`src/rtl/rocc_cmd_queue_pkg.sv`:
```
// Shared types and widths for the RoCC command queue.
// rocc_cmd_t gives the field order used when a command is packed into a FIFO word.
package rocc_cmd_queue_pkg;

  localparam int FUNCT_W  = 7;
  localparam int RD_W     = 5;
  localparam int CMD_XLEN = 64;

  typedef struct packed {
    logic [FUNCT_W-1:0]  funct;
    logic [RD_W-1:0]     rd;
    logic                xd;
    logic [CMD_XLEN-1:0] rs1;
    logic [CMD_XLEN-1:0] rs2;
  } rocc_cmd_t;

endpackage

```
`src/rtl/rocc_cmd_fifo.sv`:
```
// Generic registered FIFO with a synchronous flush and an occupancy count.
// There is no write-to-read bypass: a pushed word reaches head_data one cycle later.
module rocc_cmd_fifo
  import rocc_cmd_queue_pkg::*;
#(
  parameter int WIDTH = 8,
  parameter int DEPTH = 4,
  localparam int PTR_W = $clog2(DEPTH),
  localparam int CNT_W = $clog2(DEPTH + 1)
) (
  input  logic             clock,
  input  logic             reset,
  input  logic             flush,
  input  logic             push,
  input  logic             pop,
  input  logic [WIDTH-1:0] push_data,
  output logic [WIDTH-1:0] head_data,
  output logic [CNT_W-1:0] count
);

  logic [WIDTH-1:0] mem_q [DEPTH];
  logic [WIDTH-1:0] mem_d [DEPTH];
  logic [PTR_W-1:0] wr_ptr_q, wr_ptr_d;
  logic [PTR_W-1:0] rd_ptr_q, rd_ptr_d;
  logic [CNT_W-1:0] count_q, count_d;

  always_comb begin
    mem_d    = mem_q;
    wr_ptr_d = wr_ptr_q;
    rd_ptr_d = rd_ptr_q;
    count_d  = count_q;
    if (flush) begin
      wr_ptr_d = '0;
      rd_ptr_d = '0;
      count_d  = '0;
    end else begin
      // Pointers are power-of-two wide, so the increment wraps modulo DEPTH.
      if (push) begin
        mem_d[wr_ptr_q] = push_data;
        wr_ptr_d        = wr_ptr_q + 1'b1;
      end
      if (pop) rd_ptr_d = rd_ptr_q + 1'b1;
      if (push && !pop) count_d = count_q + 1'b1;
      else if (!push && pop) count_d = count_q - 1'b1;
    end
  end

  always_ff @(posedge clock or negedge reset) begin
    if (!reset) begin
      for (int i = 0; i < DEPTH; i++) mem_q[i] <= '0;
      wr_ptr_q <= '0;
      rd_ptr_q <= '0;
      count_q  <= '0;
    end else begin
      mem_q    <= mem_d;
      wr_ptr_q <= wr_ptr_d;
      rd_ptr_q <= rd_ptr_d;
      count_q  <= count_d;
    end
  end

  assign head_data = mem_q[rd_ptr_q];
  assign count     = count_q;

endmodule

```
`src/rtl/rocc_cmd_queue.sv`:
```
// Decoupling queue between core RoCC ports and an accelerator: command FIFO, xd=1 outstanding cap,
// one-entry response register, exception flush. Define ROCC_CMD_QUEUE_STATS_EN to add issue/response counters.
// Handshakes: a transfer happens on a cycle where valid && ready are both high at the rising clock edge.
module rocc_cmd_queue
  import rocc_cmd_queue_pkg::*;
#(
  parameter int XLEN            = 64,
  parameter int DEPTH           = 4,
  parameter int MAX_OUTSTANDING = 4
) (
  input  logic               clock,
  input  logic               reset,
  input  logic               core_cmd_valid,
  output logic               core_cmd_ready,
  input  logic [FUNCT_W-1:0] core_cmd_funct,
  input  logic [RD_W-1:0]    core_cmd_rd,
  input  logic               core_cmd_xd,
  input  logic [XLEN-1:0]    core_cmd_rs1,
  input  logic [XLEN-1:0]    core_cmd_rs2,
  output logic               acc_cmd_valid,
  input  logic               acc_cmd_ready,
  output logic [FUNCT_W-1:0] acc_cmd_funct,
  output logic [RD_W-1:0]    acc_cmd_rd,
  output logic               acc_cmd_xd,
  output logic [XLEN-1:0]    acc_cmd_rs1,
  output logic [XLEN-1:0]    acc_cmd_rs2,
  input  logic               acc_resp_valid,
  output logic               acc_resp_ready,
  input  logic [RD_W-1:0]    acc_resp_rd,
  input  logic [XLEN-1:0]    acc_resp_data,
  output logic               core_resp_valid,
  input  logic               core_resp_ready,
  output logic [RD_W-1:0]    core_resp_rd,
  output logic [XLEN-1:0]    core_resp_data,
  input  logic               exception,
  output logic               busy,
  output logic               protocol_err
`ifdef ROCC_CMD_QUEUE_STATS_EN
  ,
  output logic [31:0]        stat_issued,
  output logic [31:0]        stat_responded
`endif
);

  localparam int CMD_W = FUNCT_W + RD_W + 1 + 2 * XLEN;
  localparam int CNT_W = $clog2(DEPTH + 1);
  localparam int OUT_W = $clog2(MAX_OUTSTANDING + 1);

  logic [CMD_W-1:0] head_data;
  logic [CNT_W-1:0] fifo_count;
  logic             fifo_push, fifo_pop;
  logic             resp_hs, core_hs, issue_xd;

  logic [OUT_W-1:0] outst_q, outst_d;
  logic             perr_q, perr_d;
  logic             resp_valid_q, resp_valid_d;
  logic [RD_W-1:0]  resp_rd_q, resp_rd_d;
  logic [XLEN-1:0]  resp_data_q, resp_data_d;

  rocc_cmd_fifo #(
    .WIDTH(CMD_W),
    .DEPTH(DEPTH)
  ) u_fifo (
    .clock     (clock),
    .reset     (reset),
    .flush     (exception),
    .push      (fifo_push),
    .pop       (fifo_pop),
    .push_data ({core_cmd_funct, core_cmd_rd, core_cmd_xd, core_cmd_rs1, core_cmd_rs2}),
    .head_data (head_data),
    .count     (fifo_count)
  );

  assign {acc_cmd_funct, acc_cmd_rd, acc_cmd_xd, acc_cmd_rs1, acc_cmd_rs2} = head_data;

  assign core_cmd_ready = (fifo_count != CNT_W'(DEPTH)) && !exception;
  // Only write-back commands count against the cap; xd=0 commands always pass.
  assign acc_cmd_valid  = (fifo_count != '0)
                          && !(acc_cmd_xd && (outst_q == OUT_W'(MAX_OUTSTANDING)))
                          && !exception;
  assign acc_resp_ready = !resp_valid_q || core_resp_ready;

  assign fifo_push = core_cmd_valid && core_cmd_ready;
  assign fifo_pop  = acc_cmd_valid && acc_cmd_ready;
  assign issue_xd  = fifo_pop && acc_cmd_xd;
  assign resp_hs   = acc_resp_valid && acc_resp_ready;
  assign core_hs   = resp_valid_q && core_resp_ready;

  always_comb begin
    outst_d = outst_q;
    perr_d  = perr_q || (resp_hs && (outst_q == '0));
    // A stray response never drives the counter below zero.
    if (issue_xd && !resp_hs) outst_d = outst_q + 1'b1;
    else if (!issue_xd && resp_hs && (outst_q != '0)) outst_d = outst_q - 1'b1;
  end

  always_comb begin
    resp_valid_d = resp_valid_q;
    resp_rd_d    = resp_rd_q;
    resp_data_d  = resp_data_q;
    if (resp_hs) begin
      resp_valid_d = 1'b1;
      resp_rd_d    = acc_resp_rd;
      resp_data_d  = acc_resp_data;
    end else if (core_hs) begin
      resp_valid_d = 1'b0;
    end
  end

  always_ff @(posedge clock or negedge reset) begin
    if (!reset) begin
      outst_q      <= '0;
      perr_q       <= 1'b0;
      resp_valid_q <= 1'b0;
      resp_rd_q    <= '0;
      resp_data_q  <= '0;
    end else begin
      outst_q      <= outst_d;
      perr_q       <= perr_d;
      resp_valid_q <= resp_valid_d;
      resp_rd_q    <= resp_rd_d;
      resp_data_q  <= resp_data_d;
    end
  end

  assign core_resp_valid = resp_valid_q;
  assign core_resp_rd    = resp_rd_q;
  assign core_resp_data  = resp_data_q;
  assign protocol_err    = perr_q;
  assign busy            = (fifo_count != '0) || (outst_q != '0) || resp_valid_q;

`ifdef ROCC_CMD_QUEUE_STATS_EN
  logic [31:0] stat_issued_q, stat_issued_d;
  logic [31:0] stat_responded_q, stat_responded_d;

  always_comb begin
    stat_issued_d    = stat_issued_q + {31'd0, fifo_pop};
    stat_responded_d = stat_responded_q + {31'd0, core_hs};
  end

  always_ff @(posedge clock or negedge reset) begin
    if (!reset) begin
      stat_issued_q    <= '0;
      stat_responded_q <= '0;
    end else begin
      stat_issued_q    <= stat_issued_d;
      stat_responded_q <= stat_responded_d;
    end
  end

  assign stat_issued    = stat_issued_q;
  assign stat_responded = stat_responded_q;
`endif

endmodule

```
`config.mk`:
```
export PLATFORM = sky130hd
export DESIGN_NAME = rocc_cmd_queue
export DESIGN_NICKNAME = d
export VERILOG_FILES = /design/src/rtl/rocc_cmd_queue_pkg.sv /design/src/rtl/rocc_cmd_fifo.sv /design/src/rtl/rocc_cmd_queue.sv
export SDC_FILE = /design/constraint.sdc
export NUM_CORES = 1
export LEC_CHECK = 0
export BUFFER_PORTS_ARGS = -buffer_cell sky130_fd_sc_hd__buf_2
export CORE_MARGIN = 3
export CORE_UTILIZATION = 40
export CTS_CLUSTER_DIAMETER = 30
export DETAILED_ROUTE_END_ITERATION = 12
export GPL_ROUTABILITY_DRIVEN = 0
export PLACE_DENSITY_LB_ADDON = 0.15
export REMOVE_ABC_BUFFERS = 1
export SETUP_SLACK_MARGIN = 0.02
export SYNTH_ARGS = -nofsm -noshare
export SYNTH_HDL_FRONTEND = slang
export SYNTH_HIERARCHICAL = 1
export SYNTH_SLANG_ARGS = --single-unit
```
`constraint.sdc`:
```
create_clock -name clock -period 8.6 [get_ports clock]
set_input_delay 0.86 -clock clock [delete_from_list [all_inputs] [get_ports clock]]
set_output_delay 0.86 -clock clock [all_outputs]
set_load 0.01 [all_outputs]
```
==> results of run 1 <==
==> worst max-delay path, cell delays in order (launching register included) <==
cell and delay, ns:
sky130_fd_sc_hd__dfrtp_4 0.87, sky130_fd_sc_hd__buf_12 0.61, sky130_fd_sc_hd__mux4_2 0.65, sky130_fd_sc_hd__buf_2 0.17
==> logic make-up after synthesis <==
family	synth area share (%)
simple gates	3.46
compound gates	0.199
mux	37.1
buf+inv	2.80
flops	55.9
fa+ha+maj	0.312
xor+xnor	0.182
==> sequential cells by signal (all words and copies together), names as in the netlist <==
register         cells
outst_q              3
core_resp_data      64
protocol_err         1
u_fifo/mem_q       564
u_fifo/count         3
core_resp_valid      1
core_resp_rd         5
u_fifo/wr_ptr_q      2
u_fifo/rd_ptr_q      2
==> layout make-up <==
type,count,area share [%]
inverters,5,0.0503
diodes,9,0.0604
multi-input cells,970,32.1
well taps,940,3.16
repair buffers,451,6.31
flip-flops and latches,645,43.3
clock buffers,199,11.6
clock inverters,77,3.43
==> layout by cell type (no fill, tap or decap), types with 4 or more instances in the layout <==
master                         n
sky130_fd_sc_hd__buf_2       431
sky130_fd_sc_hd__buf_4        16
sky130_fd_sc_hd__bufinv_16    31
sky130_fd_sc_hd__clkbuf_1     19
sky130_fd_sc_hd__clkbuf_16   157
sky130_fd_sc_hd__clkbuf_8     23
sky130_fd_sc_hd__clkinv_2     21
sky130_fd_sc_hd__clkinv_4      4
sky130_fd_sc_hd__clkinv_8      4
sky130_fd_sc_hd__clkinvlp_4   14
sky130_fd_sc_hd__dfrtp_1     643
sky130_fd_sc_hd__diode_2       9
sky130_fd_sc_hd__ha_1          4
sky130_fd_sc_hd__inv_1         5
sky130_fd_sc_hd__mux2_1       54
sky130_fd_sc_hd__mux2_2      205
sky130_fd_sc_hd__mux2_4      306
sky130_fd_sc_hd__mux4_2      141
sky130_fd_sc_hd__nand2_1     210
sky130_fd_sc_hd__nand2_8       4
sky130_fd_sc_hd__nor2_1        7
sky130_fd_sc_hd__xnor2_1       4
==> metrics by stage <==
stage	instance area (µm²)	worst slack (ns)	cells	utilization, %	hold WS, ns
3_5_place_dp	31700	4.47	3011	44.7	0.456
6_report	37300	4.64	3296	52.7	0.234
3_3_place_gp	31700	4.45	3011	44.7	0.444
5_1_grt	37300	4.36	3289	52.7	0.290
2_1_floorplan	28100	0.706	1620	-	0.459
4_1_cts	37300	4.44	3287	52.7	0.272
==> per-layer routing <==
layer | share of wire, % | global-route usage [%] | vias up | wire (µm)
met1 | 42 | 23.8 | 8767 | 29600
met5 | 0.15 | 0 | - | 110
met2 | 50 | 31.6 | 389 | 35700
li1 | - | - | 7315 | -
met4 | 2.5 | 7.31 | 16 | 1810
met3 | 5.6 | 5.69 | 136 | 4000
==> power by group through the flow <==
stage / Combinational [mW] / Clock, mW / Sequential [mW]
2_1_floorplan: 1.59 / 0 / 4.09
3_3_place_gp: 2.33 / 0 / 4.11
3_5_place_dp: 2.38 / 0 / 4.15
4_1_cts: 2.39 / 6.33 / 4.12
5_1_grt: 2.53 / 6.51 / 4.21
6_report: 2.34 / 6.20 / 4.12
==> path summary, 6_finish.rpt <==
kind / to / startpoint
max: acc_cmd_rs1[9] / u_fifo/rd_ptr_q[0]
min: u_fifo/mem_q[347] / reset
max reg2reg: u_fifo/mem_q[149] / u_fifo/count[1]
min reg2reg: core_resp_data[20] / core_resp_data[20]
max in group asynchronous: u_fifo/mem_q[302] / reset
min in group clock: core_resp_data[41] / acc_resp_data[41]
==> results summary, run 1 <==
The number of sinks handled by clock tree synthesis is around 650. The root buffer cell chosen for the clock tree is sky130_fd_sc_hd__clkbuf_16. The leading cell type by number of instances after synthesis is sky130_fd_sc_hd__dfrtp_1.

The number of standard-cell rows in the floorplan came out at between 90 and 100. The mean routed wirelength per cell came out at ~22 µm. At the worst endpoint, the arrival time is between 3 and 4 ns. After clock tree synthesis, the flow added hold-fix buffers numbering 0. The setup path with the least slack is of type flop to output pin.

Total power for the finished layout comes to ~13 mW. In this run the register-to-register setup slack is between 5 and 6 ns. The path type of the worst min-delay path is primary input to async pin.

The largest fanout on the critical path is slightly above 80. The type of element launching the critical path is a flop. The analysis attributes to net switching a power of around 3.1 mW. The required arrival time at the worst endpoint came out at approximately 7.7 ns. For this run, the leading register cell type out of synthesis is sky130_fd_sc_hd__dfrtp_1. The number of instances in the synthesized netlist came out at about 1700. The total internal power came out at approximately 9.5 mW. During placement, the flow inserted port buffers numbering around 430.

Compared with the post-synthesis result, the final layout area differs by 29.2%. After floorplanning, the core was sized to cover 70800 µm². In the routed design, unresolved DRC markers number 0.

The die area came out at 75400 µm². Buffers inserted during clock tree synthesis total about 150. The mean area per synthesized cell is around 17 µm². Based on the critical path, the design can be clocked at up to 252 MHz. Ranked by total cell area, the synthesized netlist is headed by sky130_fd_sc_hd__dfrtp_1 (56%), sky130_fd_sc_hd__mux2_4 (16%), sky130_fd_sc_hd__mux4_2 (11%). Counting distinct cell types in the post-synthesis netlist gives 38. The share of the clock period used by the worst path is a little under half. The count of boundary I/O pins came out at between 400 and 500. The placed wire-length estimate after detailed placement came out at about 42000 µm.

The number of levels in the clock H-tree came out at 4. The die is approximately 270 µm tall. The mean number of vias per cell came out at roughly 5.0. The peak ir drop on the vdd network is 220 µV.

Of the total power, combinational logic draws a little under a fifth. The clock tree buffer depth came out at 3. Clock skew on the completed layout was measured at approximately 0.024 ns.

Max-cap violations in this run came to 0. The number of cells on the worst reg-to-reg path is 8. The initial utilization of the core area, before any placement, comes to 40.8%. The final count of pins violating max slew came to 0. The floorplan die width came out at 275 µm. The total routing resource utilization after global routing came out at around a fifth. The number of nets in the layout is approximately 2500. Setup violations remaining at the end of the flow were counted as 0. Setup repair after global routing left no endpoint under its margin. The clock period minus final worst setup slack came out at 3.96 ns.

In the final layout, the share of cells above drive strength 1 is between 50% and 60%. The biggest area consumer among synthesized cells is sky130_fd_sc_hd__dfrtp_1. The leftover overflow at the end of global routing is 0. The clock network burns 49.0% of the power. The post-CTS setup buffer count is 0. The global-route wire length before repair is ~110000 µm. Across all layers, the routed design uses 16600 vias. The count of yosys warnings during synthesis is 6. The final routed wirelength across all metal layers came out at 71200 µm. The via count of the first global-routing pass came to between 15000 and 20000.

The area share of the leading cell type in the synthesized netlist came out at 55.9%. Summing every instance area after synthesis gives about 29000 µm². In this run switching power makes up about a quarter of total power. The reported leakage power came out at around 19 nW. The actual slew at the worst max-slew pin came out at ~1.1 ns. The share of async-settable or async-resettable flops after synthesis is between 90% and 100%. The number of enable-type register cells in the synthesized netlist came out at 0.

The antenna violation net count after detailed routing came out at 0. The commonest cells after synthesis are sky130_fd_sc_hd__dfrtp_1 (645), sky130_fd_sc_hd__mux2_4 (306), sky130_fd_sc_hd__nand2_1 (211). The flow ran to the end, and the final reports show no timing, DRC or antenna violations. For the worst-skew pair, the clock arrives at the later sink with an insertion delay of between 0.6 and 0.7 ns. In this run, the number of DRC markers left after iteration 0 of detailed routing was 731.

The total of fill cells in the finished design came out at 5852. The power share of the sequential group is between 30 and 40%. Summing all flip-flop and latch instances after layout gives 16100 µm². The pin count of the biggest net entering global routing is 176. The final hold violation count came out at 0. TritonCTS built the clock tree. The worst slew margin relative to its limit came out at roughly 26%.

The power density over the cells came out at about 340 nW/µm². The total negative slack is 0 ns. Synthesis inferred about 650 register bits. The number of instances resized during post-cts repair is 0. The number of search-and-repair iterations in the first detailed-routing pass is 4. The multi-input logic area came out at around 12000 µm².

The post-synthesis sequential area ratio came out at 55.9%. The initial antenna violation count came out at 18. The capturing element type of the critical path is an output pin. Clock-pin slew was measured on the worst setup and hold paths at roughly 0.040 ns.
(Power assumes the default switching activity.)
==> inputs of run 2 (changes only) <==
ABC_AREA = 1   (was unset)
clock period = 4 ns   (was 8.6 ns; I/O delays follow)
==> run 2 against run 1 <==
  * Clock skew is 0.0053 ns higher
  * Register-to-register slack worse by 3.7 ns
  * Combinational power grew 94%
  * Non-clock buffer count is 206 higher
  * Critical endpoint is now acc_cmd_rs1[39]
  * Highest routed layer unchanged
  * Setup slack worse by 4.0 ns
  * Largest power group unchanged
  * Synthesized cell count rose by 74%
==> results summary, run 2 <==
The primary flip-flop cell chosen by synthesis mapping is sky130_fd_sc_hd__dfrtp_1. The post-synthesis sequential area ratio is 58.6%. The actual slew at the worst max-slew pin is roughly 1.0 ns. The number of instances in the synthesized netlist is between 3000 and 4000. The library cell used most frequently in the layout, excluding fill and tap cells, is sky130_fd_sc_hd__dfrtp_1. After detailed routing, the average wire length per cell comes to around 17 µm. For this design the top-level I/O count stands at about 430. The HPWL after detailed placement is approximately 45000 µm. The number of design rule violations left after detail routing is 0. The adder-cell share of the synthesized area is less than 1%. The tool flagged a number of max-cap violations equal to 0. The leading cell type by number of instances after synthesis is sky130_fd_sc_hd__dfrtp_1.

Setup repair after global routing left no endpoint under its margin. The region available for standard cell placement spans 67600 µm². The die area came out at slightly above 70000 µm².

In the layout the commonest cells are sky130_fd_sc_hd__dfrtp_1 (643), sky130_fd_sc_hd__nand2_1 (597), sky130_fd_sc_hd__o21ai_0 (569). The count of yosys warnings during synthesis came out at 6. The clock period minus final worst setup slack came out at about 3.4 ns. The mean area per synthesized cell is 9.16 µm². The number of levels in the clock H-tree came out at 4. The clock tree root driver cell is sky130_fd_sc_hd__clkbuf_16. The detailed router's first-iteration violation count is about 1500. The total cell area at the placement stage is ~30000 µm². The type of element launching the critical path is a flop. The final hold violation count is 0. The analysis attributes to cell leakage a power of 18.3 nW. The number of standard-cell rows in the floorplan is 95. The worst pin sits at a relative slew slack of roughly 30%. Entering global routing, the biggest net connects around 220 pins. The largest fanout on the critical path is 84.

Between clock sinks in the finished design, the worst skew comes to approximately 0.029 ns. The total clock buffers created by CTS is about 150. The setup-violating endpoint count in the final report is 0. The leftover overflow at the end of global routing is 0. The run finished with clean final reports. The final count of pins violating max slew is 0. The share of async-settable or async-resettable flops after synthesis is 100%. The via count of the first global-routing pass came to roughly 24000. Total power for the finished layout comes to 25.5 mW. The number of instances resized during post-cts repair is 0.

Yosys mapped a number of flops with a built-in enable equal to 0. STA classifies the critical path endpoint as an output pin. The first TritonRoute pass finished after 5 iterations. TritonCTS built the clock tree. The mean number of vias per cell came out at 5.12. The area share of the leading cell type in the synthesized netlist is just under 60%.

The register with the most flip-flops in the layout has about 560 of them. After synthesis, the netlist uses 28 different library cells. The area share of xor/xnor cells in the synthesized design came out at 0%. The number of buffers added on ports is about 430. The clock tree buffer depth is 3. The initial antenna violation count came out at 5. Multiplexer cells account for 2.82% of the synthesized area. The starting density of the core is between 40% and 50%.

In this run the worst hold path is classified as primary input to flop. Relative to the synthesized area, the layout overhead comes to 35.0%. The clock drives approximately 650 sinks.

The compound-gate portion of the synthesized area is a little under a fifth. The antenna violation net count after detailed routing came out at 0. The arrival time of the worst setup path is around 3.0 ns. Dividing the final minimum period by the clock period gives between 80% and 90%. The peak ir drop on the vdd network came out at roughly 430 µV. After synthesis, the largest family of logic cells by area is compound AO/OA/AOI/OAI gates. The reg-to-reg setup timing slack came out at approximately 1.3 ns. The final routed wirelength across all metal layers is about 80000 µm. The biggest area contributor in the post-synthesis netlist is sky130_fd_sc_hd__dfrtp_1.

The total routing resource utilization after global routing is between 20 and 25%. The kind of critical path is flop to output pin. The final instance area is 37200 µm². The core occupancy in the finished layout is 54.9%.

The power density over the cells came out at approximately 690 nW/µm². The clock transition at the registers of the reported paths is 0.04 ns. The total of fill cells in the finished design is ~6000.

u_fifo/mem_q holds more flip-flops than any other register. The area fraction in and, or, nand and nor cells after synthesis came out at around an eighth. The global-route wire length before repair is between 100000 and 150000 µm.

By area the synthesized netlist is led by sky130_fd_sc_hd__dfrtp_1 (59%), sky130_fd_sc_hd__o21ai_0 (10%), sky130_fd_sc_hd__nand2_1 (8.2%). The floorplan die width came out at 268 µm. The register bit count reported by yosys is around 650. The count of hold-fix buffers inserted at cts is roughly 190. In this run the vertical extent of the chip is around 270 µm.

The maximum clock frequency came out at around 300 MHz. The post-CTS setup buffer count is 0. The area of the mapped netlist is roughly 28000 µm².

The required arrival time at the worst endpoint is approximately 3.6 ns. The number of nets in the layout is between 3000 and 4000. The insertion delay of the later-clocked pin in the worst-skew pair came out at 0.70 ns. The via count of the routed design came out at 23400. The post-route netlist has a little over a fifth of its cells at a drive strength greater than 1.

The commonest cells after synthesis are sky130_fd_sc_hd__dfrtp_1 (645), sky130_fd_sc_hd__nand2_1 (601), sky130_fd_sc_hd__o21ai_0 (569).
==> run 2: area by class of cell <==
cell class,instances,area [µm²],area share [%]
sequential,645,16100,43.5
multi-input combinational,1977,9530,25.7
timing repair buffer,657,4560,12.3
clock buffer,202,4270,11.5
tap,873,1090,2.94
clock inverter,66,931,2.51
inverter,160,611,1.64
antenna,3,7.51,0.0202
==> run 2: routing by layer <==
layer  wire length, µm  GRT usage (%)  vias up
li1                  -              -    11300
met1             33000           26.0    11400
met2             40000           39.3      667
met3              4950           5.93      138
met4              2110           8.47        2
met5                13              0        -
==> run 2: cells by family after synthesis <==
logic type | after synthesis
buf+inv | 384
compound gates | 997
mux | 69
flops | 645
simple gates | 905
fa+ha+maj | 6
==> run 2: worst paths after layout <==
path | from | endpoint | cells after the start
max in group asynchronous | reset | u_fifo/mem_q[211] | 3
worst max-delay path | u_fifo/rd_ptr_q[0] | acc_cmd_rs1[39] | 5
worst max register to register | u_fifo/rd_ptr_q[0] | u_fifo/count[2] | 14
worst min register to register | u_fifo/mem_q[158] | u_fifo/mem_q[158] | 2
min in group asynchronous | reset | u_fifo/mem_q[320] | 2
worst min-delay path | core_cmd_rs2[40] | u_fifo/mem_q[322] | 3
==> run 2: through the flow <==
| stage | cells | setup WS, ns | hold WS, ns | TNS, ns |
|---|---|---|---|---|
| 6_report | 4583 | 0.636 | 0.0498 | 0 |
| 5_1_grt | 4583 | 0.387 | 0.0375 | 0 |
| 4_1_cts | 4580 | 0.524 | 0.000622 | 0 |
| 3_5_place_dp | 4121 | 1.28 | 0.467 | 0 |
| 3_3_place_gp | 4121 | 1.30 | 0.445 | 0 |
| 2_1_floorplan | 2782 | -4.74 | 0.104 | -1338.47 |
==> run 2: power by group <==
part	switching, mW	leakage (nW)	total [mW]	internal [mW]
combinational	2.69	7.37	4.55	1.86
sequential	0.778	8.42	8.78	8.01
clock	3.78	2.54	12.2	8.42
==> run 2: critical path, cell delays in order, from the launching register on <==
cell	delay (ns)
sky130_fd_sc_hd__dfrtp_4	0.52
sky130_fd_sc_hd__inv_8	0.37
sky130_fd_sc_hd__buf_4	0.79
sky130_fd_sc_hd__nor2_1	0.10
sky130_fd_sc_hd__o22ai_1	0.22
sky130_fd_sc_hd__buf_2	0.18
